**src/rtl/snapshot_sequencer.sv**
```systemverilog
// Snapshot RAM sequencer: captures one collision pass of moment samples, then freezes it for host reads.
// Optional pass-index tagging of the frozen frame is enabled by defining SNAP_FRAME_TAG_EN.
//
//   state   | meaning
//   IDLE    | no snapshot requested, RAM untouched
//   ARM     | waiting for a settled quiet period, then the next pass start
//   CAPTURE | collider samples written to RAM until the pass ends
//   HOLD    | frame frozen, host reads served
module snapshot_sequencer #(
  parameter int ADDR_W = 10,
  parameter int DEPTH  = 1024,
  parameter int SETTLE = 4,
  parameter int CMD_W  = 32
) (
  input  logic              clk,
  input  logic              rst,
  input  logic              in_collision_state,
  input  logic              collider_ready,
  input  logic [CMD_W-1:0]  host_cmd,
  output logic              buf_we,
  output logic [ADDR_W-1:0] buf_waddr,
  output logic              buf_re,
  output logic [ADDR_W-1:0] buf_raddr,
  output logic              snap_valid,
  output logic [ADDR_W:0]   snap_count,
  output logic              busy,
  output logic              overflow,
  output logic              addr_err,
  output logic [15:0]       snap_frame
);

  typedef enum logic [1:0] {S_IDLE, S_ARM, S_CAPTURE, S_HOLD} state_t;

  localparam int              SET_W    = $clog2(SETTLE + 1);
  localparam logic [SET_W-1:0] SETTLE_C = SET_W'(SETTLE);
  localparam logic [ADDR_W:0]  DEPTH_C  = (ADDR_W + 1)'(DEPTH);

  logic              host_active;
  logic              snap_req;
  logic [ADDR_W-1:0] host_addr;
  logic              unused_cmd_bits;

  assign host_active     = host_cmd[CMD_W-1];
  assign snap_req        = host_cmd[CMD_W-2];
  assign host_addr       = host_cmd[ADDR_W-1:0];
  assign unused_cmd_bits = ^host_cmd[CMD_W-3:ADDR_W];

  state_t            state_q, state_d;
  logic              coll_prev_q;
  logic              coll_rise;
  logic [SET_W-1:0]  settle_q, settle_d;
  logic [ADDR_W:0]   ptr_q, ptr_d;
  logic [ADDR_W:0]   snap_count_q, snap_count_d;
  logic              snap_valid_q, snap_valid_d;
  logic              overflow_q, overflow_d;
  logic              addr_err_q, addr_err_d;
  logic              buf_re_q, buf_re_d;
  logic [ADDR_W-1:0] buf_raddr_q, buf_raddr_d;
  logic              buf_we_c;
  logic              start_capture;

  assign coll_rise = in_collision_state & ~coll_prev_q;

  always_ff @(posedge clk or posedge rst) begin
    if (rst) begin
      state_q      <= S_IDLE;
      coll_prev_q  <= 1'b0;
      settle_q     <= '0;
      ptr_q        <= '0;
      snap_count_q <= '0;
      snap_valid_q <= 1'b0;
      overflow_q   <= 1'b0;
      addr_err_q   <= 1'b0;
      buf_re_q     <= 1'b0;
      buf_raddr_q  <= '0;
    end else begin
      state_q      <= state_d;
      coll_prev_q  <= in_collision_state;
      settle_q     <= settle_d;
      ptr_q        <= ptr_d;
      snap_count_q <= snap_count_d;
      snap_valid_q <= snap_valid_d;
      overflow_q   <= overflow_d;
      addr_err_q   <= addr_err_d;
      buf_re_q     <= buf_re_d;
      buf_raddr_q  <= buf_raddr_d;
    end
  end

  always_comb begin
    state_d       = state_q;
    settle_d      = '0;
    ptr_d         = ptr_q;
    snap_count_d  = snap_count_q;
    snap_valid_d  = snap_valid_q;
    overflow_d    = overflow_q;
    addr_err_d    = addr_err_q;
    buf_re_d      = 1'b0;
    buf_raddr_d   = buf_raddr_q;
    buf_we_c      = 1'b0;
    start_capture = 1'b0;
    case (state_q)
      S_IDLE: begin
        if (snap_req && !host_active) state_d = S_ARM;
      end
      S_ARM: begin
        if (!in_collision_state) begin
          settle_d = (settle_q == SETTLE_C) ? settle_q : settle_q + 1'b1;
        end
        // a pass that starts before the quiet period has settled is skipped entirely
        if (!snap_req) begin
          state_d = S_IDLE;
        end else if (coll_rise && settle_q == SETTLE_C) begin
          state_d       = S_CAPTURE;
          ptr_d         = '0;
          overflow_d    = 1'b0;
          start_capture = 1'b1;
        end
      end
      S_CAPTURE: begin
        if (in_collision_state) begin
          if (collider_ready) begin
            if (ptr_q < DEPTH_C) begin
              buf_we_c = 1'b1;
              ptr_d    = ptr_q + 1'b1;
            end else begin
              overflow_d = 1'b1;
            end
          end
        end else begin
          state_d      = S_HOLD;
          snap_count_d = ptr_q;
          snap_valid_d = 1'b1;
        end
      end
      S_HOLD: begin
        if (host_active) begin
          buf_re_d    = 1'b1;
          buf_raddr_d = host_addr;
          if ({1'b0, host_addr} >= snap_count_q) addr_err_d = 1'b1;
        end else if (!snap_req) begin
          state_d      = S_IDLE;
          snap_valid_d = 1'b0;
          addr_err_d   = 1'b0;
        end
      end
      default: state_d = S_IDLE;
    endcase
  end

  assign buf_we     = buf_we_c;
  assign buf_waddr  = buf_we_c ? ptr_q[ADDR_W-1:0] : '0;
  assign buf_re     = buf_re_q;
  assign buf_raddr  = buf_raddr_q;
  assign snap_valid = snap_valid_q;
  assign snap_count = snap_count_q;
  assign busy       = (state_q == S_ARM) || (state_q == S_CAPTURE);
  assign overflow   = overflow_q;
  assign addr_err   = addr_err_q;

`ifdef SNAP_FRAME_TAG_EN
  logic        coll_fall;
  logic [15:0] pass_cnt_q, pass_cnt_d;
  logic [15:0] snap_frame_q, snap_frame_d;

  assign coll_fall = coll_prev_q & ~in_collision_state;

  always_comb begin
    pass_cnt_d   = coll_fall ? pass_cnt_q + 16'd1 : pass_cnt_q;
    snap_frame_d = start_capture ? pass_cnt_q : snap_frame_q;
  end

  always_ff @(posedge clk or posedge rst) begin
    if (rst) begin
      pass_cnt_q   <= '0;
      snap_frame_q <= '0;
    end else begin
      pass_cnt_q   <= pass_cnt_d;
      snap_frame_q <= snap_frame_d;
    end
  end

  assign snap_frame = snap_frame_q;
`else
  logic unused_start_capture;
  assign unused_start_capture = start_capture;
  assign snap_frame = 16'h0000;
`endif

endmodule

```
**config.mk**
```make
export PLATFORM = sky130hd
export DESIGN_NAME = snapshot_sequencer
export DESIGN_NICKNAME = d
export VERILOG_FILES = /design/src/rtl/snapshot_sequencer.sv
export SDC_FILE = /design/constraint.sdc
export NUM_CORES = 1
export LEC_CHECK = 0
export BUFFER_PORTS_ARGS = -buffer_cell sky130_fd_sc_hd__buf_2
export CORE_AREA = 2 2 82 84
export DETAILED_ROUTE_END_ITERATION = 12
export DIE_AREA = 0 0 84 86
export HOLD_SLACK_MARGIN = 0.15
export PLACE_DENSITY = 0.65
export SLEW_MARGIN = 20
export SYNTH_ARGS = -nofsm -noshare
export SYNTH_HDL_FRONTEND = slang
export SYNTH_SLANG_ARGS = --single-unit
```
**constraint.sdc**
```tcl
create_clock -name clk -period 2.05 [get_ports clk]
set_input_delay 0.5125 -clock clk [delete_from_list [all_inputs] [get_ports clk]]
set_output_delay 0.5125 -clock clk [all_outputs]
set_load 0.02 [all_outputs]
```
==> metrics.txt <==
outcome=finished with violations; failing checks=negative setup slack; total congestion overflow=0; Die Footprint=7220 sq um; met2 wire length=2740 um; Wirelength per Cell=14.2 um; Yosys reg bits=42; placed cell area=2800 sq um; sequential share of power=37.7%; post-synth top area share=42.6%; initial cell density of the core=39.3%; M1 WL=2350 um; CTS tree=yes; endpoints failing setup=3; Combinational Power Share=44.9%; number of global-route vias before repair=1942; Synth Cell Area=2470 sq um; Least-Margin Pin Slew=0.540 ns; top cells by count, synth=dfrtp_1, inv_1, nand2_1; initial antenna violation count=0; Slowest-stage cell, CP=dfrtp_1; Total GRT Usage=16.1%; fin. max-slew vios=0; CP Class=flip-flop to output pin; Syn-to-layout area delta=22.0%; f_max=487 MHz; Clock Latency Late Sink=0.29 ns; LEAKAGE=0.00149 uW; Syn. warnings=0; gp weighted congestion=0.781; HPWL after detailed placement=3900 um; PD cells=977 nW/um^2; FFs w/ async S/R, synth=100%; Max Cap Violations=0; top-count cell post-synth=dfrtp_1; Iter 0 DRT Violations=51; Finished Cell Area=3010 sq um; WP data arrival=1.54 ns; Detail Route Antenna Nets=0; H-Tree Level Count=2; share of cells above drive strength 1=34.8%; CTS Buf Count=5; IO Pins=89; via count=1980; Crit path largest cell delay=0.39 ns; number of nets in the layout=367; WL final=5530 um; CTS Root Cell=clkbuf_8; n_diodes=0; Clk network pwr share=17.4%; Req. time, crit path=1.54 ns; die span in y=86 um; fin cells=390; VDD IR max=0.458 mV; RSZ-0062 raised after global routing=yes; IO buf count=52; CTS max path bufs=2; Unique masters post-synth=50; Post-Route Utilization=47.9%; Slew HR=64.0%; Pre-antenna DRT Iters=6; Final Hold Fails=0; post-layout minimum cycle time=2.05 ns; vias per cell=5.08; clock skew=0.00385 ns; EDFF count, synth=0; highest metal layer with signal wires=met4; Synth area leader=dfrtp_1; critical path startpoint category=flip-flop; first-pass GRT wire length=9290 um; sw power=1190 uW; clk sinks=42; DRC=0; post-route setup slack=-0.00330 ns; top_reg_cell synth=dfrtp_1; synthesized area per cell=9.98 sq um; maximum fanout along the worst path=6; met3 WL post-DR=303 um; internal cell power=1750 uW; Reg clk slew, reported paths=0.08 ns; Core Area=6280 sq um; top cells by area, synth=dfrtp_1, ha_1, mux2_2, buf_4, o21ai_0; fin crit share=100%; largest net degree at the start of global routing=43; Mapped Cells=247; placed cell count=379; row cnt=29; die span in x=84 um; share of the yosys chip area belonging to registers=42.6%; # hold bufs at CTS=0; Hold WC Path Type=input pin to async pin; switching portion of total power=40.4%; crit-path cells=inv_2, ha_4, and4b_2, and2_4, buf_6; critical path endpoint category=output pin
## worst paths after layout
kind / endpoint / startpoint / depth (start not counted) / slack [ns]
hold reg to reg: addr_err$_DFFE_PP0P_ / addr_err$_DFFE_PP0P_ / 2 / 0.50
setup reg to reg: ptr_q[8]$_DFFE_PP0P_ / state_q[0]$_DFFE_PP0P_ / 8 / 0.09
max in group asynchronous: snap_count[8]$_DFFE_PP0P_ / rst / 3 / 1.33
min in group clk: coll_prev_q$_DFF_PP0_ / in_collision_state / 1 / 0.45
hold / removal: buf_raddr[1]$_DFFE_PP0P_ / rst / 3 / 0.35
setup / recovery: buf_waddr[5] / state_q[0]$_DFFE_PP0P_ / 5 / -0.003
## routing by layer
layer,global-route usage [%],vias to the layer above
met5,0,-
met3,3.75,8
li1,-,963
met4,7.77,0
met2,27.6,64
met1,19.2,945
## placed cells by master, fill, tap and decap left out, types with 2 or more instances in the layout
cell type  netlist  layout
a21o_1           2       2
a21oi_1          6       6
a22o_1           4       4
and2_1          10       2
and2_4           0       9
and4b_2          1       2
buf_2            1      42
buf_4           17      15
buf_6            2      10
clkbuf_8         0       5
clkinv_2         0       2
conb_1           1      16
dfrtp_1         42      42
ha_1            18      17
inv_1           22      21
mux2_2          19      19
nand2_1         21      21
nand2b_1         3       3
nand3_1          5       5
nor2_1           9       9
nor3_1           2       2
o211ai_1         2       2
o21ai_0         17      17
o22a_1           2       2
o31ai_1          8       8
or3_1            4       4
## registers in the layout, indices dropped and copies added (netlist names), 3 cells and up, named ones only
| register | cells |
|---|---|
| ptr_q | 11 |
| snap_count | 11 |
| buf_raddr | 10 |
| settle_q | 3 |
## per-stage QoR
step / setup TNS (ns) / worst slack, ns / power, uW / hold slack (ns)
after floorplan: 0 / 0.0613 / 2030 / 0.492
after global placement: 0 / 0.0635 / 2350 / 0.463
after detailed placement: 0 / 0.0574 / 2390 / 0.490
after CTS: 0 / 0.00152 / 2970 / 0.366
after global routing: -0.541 / -0.0715 / 3150 / 0.403
final: -0.00702 / -0.00330 / 2940 / 0.347
## critical path, delay by kind of cell, from the launching register on
kind / cells / cell delay [ns]
buffers and inverters: 2 / 0.20
flip-flops: 1 / 0.39
AND/OR/NAND/NOR: 2 / 0.50
adder cells (fa/ha/maj): 1 / 0.16
## power by group through the flow
stage | sequential [uW] | combinational [uW] | clock, uW
6_report | 1110 | 1320 | 512
5_1_grt | 1140 | 1450 | 565
4_1_cts | 1110 | 1320 | 535
3_5_place_dp | 1130 | 1270 | 0
3_3_place_gp | 1120 | 1230 | 0
2_1_floorplan | 1300 | 724 | 0
## final cells by class
cell class,instances,area [sq um]
fillers,586,3270
multi-input cells,175,1260
flip-flops and latches,42,1050
repair buffers,67,435
well taps,77,96.3
inverters,22,82.6
clock buffers,5,68.8
clock inverters,2,10.0
## what timing repair did
item                       in CTS  in global routing
gates resized for setup        12                 22
buffers inserted                2                  1
pin swaps                       1                  2
setup endpoints to repair      11                 10
cloned                          1                  0
## kinds of logic (layout without fill, tap and decap cells)
logic type	Yosys count	after routing	synth area share, %
other	1	16	0.152
XOR/XNOR	1	1	0.355
AO/OA/AOI/OAI	52	52	13.9
multiplexers	20	20	9.08
buffers and inverters	46	96	10.2
flip-flops	42	42	42.6
adder cells (fa/ha/maj)	18	18	9.13
AND/OR/NAND/NOR	67	68	14.5
(Power assumes the default switching activity.)
